**src/rtl/scfifo_mc.sv**
```systemverilog
// scfifo_mc - multi-channel single-clock FIFO.
//
// NUM_CH independent logical FIFOs share one memory of NUM_CH*2**LOG_DEPTH
// words, addressed {channel, pointer}. Each channel keeps its own write
// pointer, read pointer and occupancy count. Status flags are decoded from
// the registered counts.
//
// Ports:
//   clk          : single clock, all state on the rising edge
//   aclr_n       : asynchronous active-low reset
//   wrreq/wrch   : write request and target channel, data = write word
//   rdreq/rdch   : read request and source channel
//   q/rdvalid    : registered read word, valid for one cycle after a read
//   empty/full/almost_empty/almost_full : per-channel status vectors
//   usedw        : word count of channel rdch (combinational)
//   overflow/underflow : sticky error flags
//
// Optional feature macro: SCFIFO_MC_CHECK_EN
//   defined   : writes to a full channel and reads from an empty channel are
//               rejected and set sticky overflow/underflow.
//   undefined : every request is accepted; overflow/underflow tied to 0.
module scfifo_mc #(
  parameter int NUM_CH             = 4,
  parameter int LOG_DEPTH          = 5,
  parameter int WIDTH              = 20,
  parameter int ALMOST_FULL_VALUE  = 30,
  parameter int ALMOST_EMPTY_VALUE = 2,
  localparam int CH_W              = (NUM_CH > 1) ? $clog2(NUM_CH) : 1
) (
  input  logic                 clk,
  input  logic                 aclr_n,
  input  logic                 wrreq,
  input  logic [CH_W-1:0]      wrch,
  input  logic [WIDTH-1:0]     data,
  input  logic                 rdreq,
  input  logic [CH_W-1:0]      rdch,
  output logic [WIDTH-1:0]     q,
  output logic                 rdvalid,
  output logic [NUM_CH-1:0]    empty,
  output logic [NUM_CH-1:0]    full,
  output logic [NUM_CH-1:0]    almost_empty,
  output logic [NUM_CH-1:0]    almost_full,
  output logic [LOG_DEPTH:0]   usedw,
  output logic                 overflow,
  output logic                 underflow
);

  localparam int DEPTH  = 1 << LOG_DEPTH;
  localparam int ADDR_W = CH_W + LOG_DEPTH;

  localparam logic [LOG_DEPTH:0]   CNT_ONE   = (LOG_DEPTH+1)'(1);
  localparam logic [LOG_DEPTH:0]   CNT_DEPTH = (LOG_DEPTH+1)'(DEPTH);
  localparam logic [LOG_DEPTH:0]   CNT_AF    = (LOG_DEPTH+1)'(ALMOST_FULL_VALUE);
  localparam logic [LOG_DEPTH:0]   CNT_AE    = (LOG_DEPTH+1)'(ALMOST_EMPTY_VALUE);
  localparam logic [LOG_DEPTH-1:0] PTR_ONE   = LOG_DEPTH'(1);

  logic [WIDTH-1:0]     mem [NUM_CH*DEPTH];

  logic [LOG_DEPTH-1:0] wrptr_vec [NUM_CH];
  logic [LOG_DEPTH-1:0] rdptr_vec [NUM_CH];
  logic [LOG_DEPTH:0]   count_vec [NUM_CH];

  logic                 wr_ok, rd_ok;
  logic                 wr_acc, rd_acc;
  logic [ADDR_W-1:0]    wr_addr, rd_addr;

  logic [WIDTH-1:0]     q_q;
  logic                 rdvalid_q, rdvalid_d;

  // Requests to a channel index beyond NUM_CH are ignored outright.
  assign wr_ok = wrreq && (32'(wrch) < NUM_CH);
  assign rd_ok = rdreq && (32'(rdch) < NUM_CH);

`ifdef SCFIFO_MC_CHECK_EN
  // Emptiness is judged on the registered count, so a same-cycle write to
  // an empty channel does not make a read of it legal.
  assign wr_acc = wr_ok && !full[wrch];
  assign rd_acc = rd_ok && !empty[rdch];
`else
  assign wr_acc = wr_ok;
  assign rd_acc = rd_ok;
`endif

  assign wr_addr = {wrch, wrptr_vec[wrch]};
  assign rd_addr = {rdch, rdptr_vec[rdch]};

  // Per-channel pointer/count state and status decode.
  for (genvar gi = 0; gi < NUM_CH; gi++) begin : g_ch
    logic [LOG_DEPTH-1:0] wrptr_q, wrptr_d;
    logic [LOG_DEPTH-1:0] rdptr_q, rdptr_d;
    logic [LOG_DEPTH:0]   count_q, count_d;
    logic                 wr_hit, rd_hit;

    always_comb begin
      wr_hit  = wr_acc && (32'(wrch) == gi);
      rd_hit  = rd_acc && (32'(rdch) == gi);
      wrptr_d = wr_hit ? wrptr_q + PTR_ONE : wrptr_q;
      rdptr_d = rd_hit ? rdptr_q + PTR_ONE : rdptr_q;
      count_d = count_q;
      if (wr_hit && !rd_hit) begin
        count_d = count_q + CNT_ONE;
      end else if (rd_hit && !wr_hit) begin
        count_d = count_q - CNT_ONE;
      end
    end

    always_ff @(posedge clk or negedge aclr_n) begin
      if (!aclr_n) begin
        wrptr_q <= '0;
        rdptr_q <= '0;
        count_q <= '0;
      end else begin
        wrptr_q <= wrptr_d;
        rdptr_q <= rdptr_d;
        count_q <= count_d;
      end
    end

    assign wrptr_vec[gi]    = wrptr_q;
    assign rdptr_vec[gi]    = rdptr_q;
    assign count_vec[gi]    = count_q;
    assign empty[gi]        = (count_q == '0);
    assign full[gi]         = (count_q == CNT_DEPTH);
    assign almost_full[gi]  = (count_q >= CNT_AF);
    assign almost_empty[gi] = (count_q <  CNT_AE);
  end

  // Shared storage: no reset so it maps onto block RAM.
  always_ff @(posedge clk) begin
    if (wr_acc) begin
      mem[wr_addr] <= data;
    end
  end

  assign rdvalid_d = rd_acc;

  // Registered read port; q holds its last value between reads.
  always_ff @(posedge clk or negedge aclr_n) begin
    if (!aclr_n) begin
      q_q       <= '0;
      rdvalid_q <= 1'b0;
    end else begin
      rdvalid_q <= rdvalid_d;
      if (rd_acc) begin
        q_q <= mem[rd_addr];
      end
    end
  end

  assign q       = q_q;
  assign rdvalid = rdvalid_q;
  assign usedw   = rd_ok ? count_vec[rdch] : ((32'(rdch) < NUM_CH) ? count_vec[rdch] : '0);

`ifdef SCFIFO_MC_CHECK_EN
  logic overflow_q, overflow_d;
  logic underflow_q, underflow_d;

  always_comb begin
    overflow_d  = overflow_q  | (wr_ok && !wr_acc);
    underflow_d = underflow_q | (rd_ok && !rd_acc);
  end

  always_ff @(posedge clk or negedge aclr_n) begin
    if (!aclr_n) begin
      overflow_q  <= 1'b0;
      underflow_q <= 1'b0;
    end else begin
      overflow_q  <= overflow_d;
      underflow_q <= underflow_d;
    end
  end

  assign overflow  = overflow_q;
  assign underflow = underflow_q;
`else
  assign overflow  = 1'b0;
  assign underflow = 1'b0;
`endif

endmodule

```
**config.mk**
```make
export PLATFORM = sky130hd
export DESIGN_NAME = scfifo_mc
export DESIGN_NICKNAME = d
export VERILOG_FILES = /design/src/rtl/scfifo_mc.sv
export SDC_FILE = /design/constraint.sdc
export NUM_CORES = 2
export LEC_CHECK = 0
export CELL_PAD_IN_SITES_DETAIL_PLACEMENT = 1
export CELL_PAD_IN_SITES_GLOBAL_PLACEMENT = 1
export CORE_MARGIN = 3
export CORE_UTILIZATION = 50
export CTS_CLUSTER_SIZE = 16
export DETAILED_ROUTE_END_ITERATION = 10
export MAX_ROUTING_LAYER = met4
export PLACE_DENSITY = 0.86
export SETUP_SLACK_MARGIN = 0.02
export SLEW_MARGIN = 20
export SYNTH_ARGS = -nofsm -noshare
export SYNTH_HDL_FRONTEND = slang
export SYNTH_SLANG_ARGS = --single-unit
```
**constraint.sdc**
```tcl
create_clock -name clk -period 7.1 [get_ports clk]
set_input_delay 0.71 -clock clk [delete_from_list [all_inputs] [get_ports clk]]
set_output_delay 0.71 -clock clk [all_outputs]
set_load 0.02 [all_outputs]
```
==> flow_summary.yaml <==
routing:
  drt-wirelength-per-cell_um: 35.3
  vias_per_instance: 6.80
  route.detailed.drc: 0
  antenna_violating_nets_left: 0
  drt_wl_total_mm: 378
  detail_route.first_pass.iterations: 6
  drt-initial-drc-count: 13000
  detailroute.via_count: 72900
clock_network:
  h-tree-depth: 5
  cts-root-buf: "clkbuf_16"
  post-cts-setup-buffer-count: 0
  cts_tree: "built"
  total_cts_buffers: 286
  postCtsHoldBufs: 1
  clkLatencyLatePin_ns: 0.98
  cts.clk_slew.worst_paths_ns: 0.06
  clock_sink_count: 2645
  ctsLongestPathBuffers: 4
  post_cts.resized_instances: 0
synth:
  synth_edf_count: 2560
  synth_area_um2: 106000
  yosysWarnings: 0
  netlist.area_leader.share_pct: 72.7
  syn_inst: 7623
  synthFlopType: "edfxtp_1"
  ys_seq_area_share_pct: 74.7
  ys_async_sr_fraction_pct: 3.21
  synth.ff_latch_count: 2645
  post_synth_num_cell_types: 59
  netlist_top_cells_area: "edfxtp_1 (73%), nand2_1 (7.0%), nand3_1 (2.0%)"
  syn-mean-instance-area_um2: 13.9
  synth.largest_area_cell: "edfxtp_1"
worst_setup_path:
  worstSetupStartpointType: "flop"
  timing.critical_path.to_type: "flop"
  crit-reg2reg-launch: "g_ch[2].rdptr_q[2]"
  timing.rr.end: "q[5]"
  r2r.worst_path.cells: 9
  timing_worst_setup_path_type: "reg2reg"
  regToRegSetupSlack_ns: 1.80
  critical_path.cell_chain: "mux4_4 -> buf_12 -> nor2b_1 -> a211oi_1 -> a311oi_1 -> a31o_1 -> a221oi_1 -> o221ai_1 -> o32a_1"
  critical_path_required_ns: 7.96
  cpPeakStageDelay_ns: 1.03
  critical_path.n_buffers_inverters: 1
  critical_path.max_fanout: 220
  cpLargestDelayFamily: "compound AO/OA/AOI/OAI gates"
  critical_path_arrival_ns: 6.15
  cpMaxStageDelayCell: "a221oi_1"
min_path:
  hold-path-endpoint: "mem[31][13]"
  min_delay_path_depth: 1
  hold_path_class: "in2reg"
  worst_hold_startpoint: "data[13]"
global_routing:
  combined_global_route_utilization_of_all_metal_layers_pct: 35.3
  grt_antenna_before_repair: 45
  grt_max_degree: 221
  via_count_of_the_first_global_routing_pass: 75800
  first_pass_grt_wire_length_mm: 539
  globalRouteOverflowTotal: 0
timing:
  final-setup-viol-count: 0
  fin_crit_sh_pct: 74.6
  finalSetupTns_ns: 0
  grt_setup_unrepaired: "false"
  fmaxAchievable_mhz: 189
  max_slew.worst_pin.slew_ns: 1.34
  post_route_skew_ns: 0.0854
  slew_violations: 0
  finalCriticalPeriod_ns: 5.30
  relSlewSlack_pct: 10.8
  total_count_of_hold_check_failures_in_the_final_report: 0
floorplanning:
  design.die.area_um2: 217000
  ios: 73
  core_um2: 210000
  rows: 168
  die_height_um: 466
  initial_utilization_pct: 50.3
  die_w_um: 466
finish:
  area.growth.synth_to_final_pct: 12.4
  highest_count_cells_in_the_layout_ignoring_fill_and_taps: "edfxtp_1 (2560), nand2_1 (1967), nand3_1 (427)"
  final-instance-count-excl-fill: 10700
  final_common_cell: "edfxtp_1"
  layout.filler_cells: 19700
  drive_gt1_share_pct: 10.3
  layout.nets: 7731
  final_util_pct: 56.6
place:
  dp_hpwl_mm: 204
  place.port_buffers: 70
  post-place-cells: 10200
  finalWeightedCongestion: 0.920
power:
  power.static_leakage_nw: 39.8
  cellPowerDensity_nw_per_um2: 410
  worst_case_vdd_ir_drop_mv: 0.458
status:
  status: "finished clean"
run:
  cap_violations: 0
layer usage:
layer,up-vias,global-route usage (%),wire [µm]
li1,28600,-,-
met1,36400,41.7,125000
met2,6269,53.7,176000
met3,1629,9.56,48400
met4,0,22.8,29300
met5,-,-,0
cell families (layout without fill, tap and decap cells):
family                     after synthesis  count (layout)  share of synthesized area (%)
and+or+nand+nor                       3151            3151                           13.1
buffers and inverters                  524             773                           2.19
other                                    1              35                        0.00355
adders and majority gates               33              33                          0.419
AOI/OAI and AO/OA                     1041            1041                           6.80
xor gates and xnor gates                56              56                          0.464
DFF                                   2645            2645                           74.7
muxes                                  172             172                           2.27
flip-flops by register name (all words and copies together) (netlist names):
| signal | flops |
|---|---|
| g_ch.count_q | 24 |
| g_ch.rdptr_q | 20 |
| g_ch.wrptr_q | 20 |
| mem | 2560 |
| q | 20 |
| rdvalid | 1 |
cell usage after synthesis (112+ instances only):
cell	n
o21ai_0	117
buf_2	158
nor2_1	166
a31oi_1	112
a211oi_1	191
edfxtp_1	2560
a21oi_1	263
nand3_1	429
clkbuf_1	270
a311oi_1	162
nor2b_1	117
nand2_1	1975
and3_1	234
cell type report:
class / instances / area [µm²] / share of cell area [%]
Sequential cell: 2645 / 79000 / 66.5
Timing Repair Buffer: 255 / 2270 / 1.91
Clock inverter: 125 / 1040 / 0.878
Multi-Input combinational cell: 4455 / 25200 / 21.2
Tap cell: 2805 / 3510 / 2.95
Antenna cell: 33 / 82.6 / 0.0695
Inverter: 27 / 101 / 0.0853
Clock buffer: 366 / 7630 / 6.43
power breakdown:
part           leakage (nW)  switching (mW)  internal (mW)
clock                  4.26            6.33           8.17
sequential             24.1           0.592           17.6
combinational          11.5            11.8           4.25
worst max path at each step:
stage	depth (start not counted)	start	slack, ns	endpoint
finish	9	g_ch[2].rdptr_q[2]	1.80	q[5]
global route	9	rdch[0]	2.08	q[16]
CTS	9	g_ch[2].rdptr_q[2]	2.34	q[4]
detailed placement	9	rdch[0]	1.45	q[16]
global placement	10	rdch[0]	1.29	q[3]
floorplan	7	wrch[0]	3.38	mem[104][0]
metrics by stage:
step	area [µm²]	power (mW)	hold WS (ns)	setup slack (ns)
after global placement	110000	32.2	0.458	1.29
after detailed placement	110000	33.2	0.477	1.45
after floorplan	106000	27.0	0.414	3.38
final	119000	48.7	0.254	1.80
after global routing	119000	49.7	0.233	2.08
after CTS	119000	47.9	0.205	2.34
Note: power is estimated with default switching activity, not from simulation.
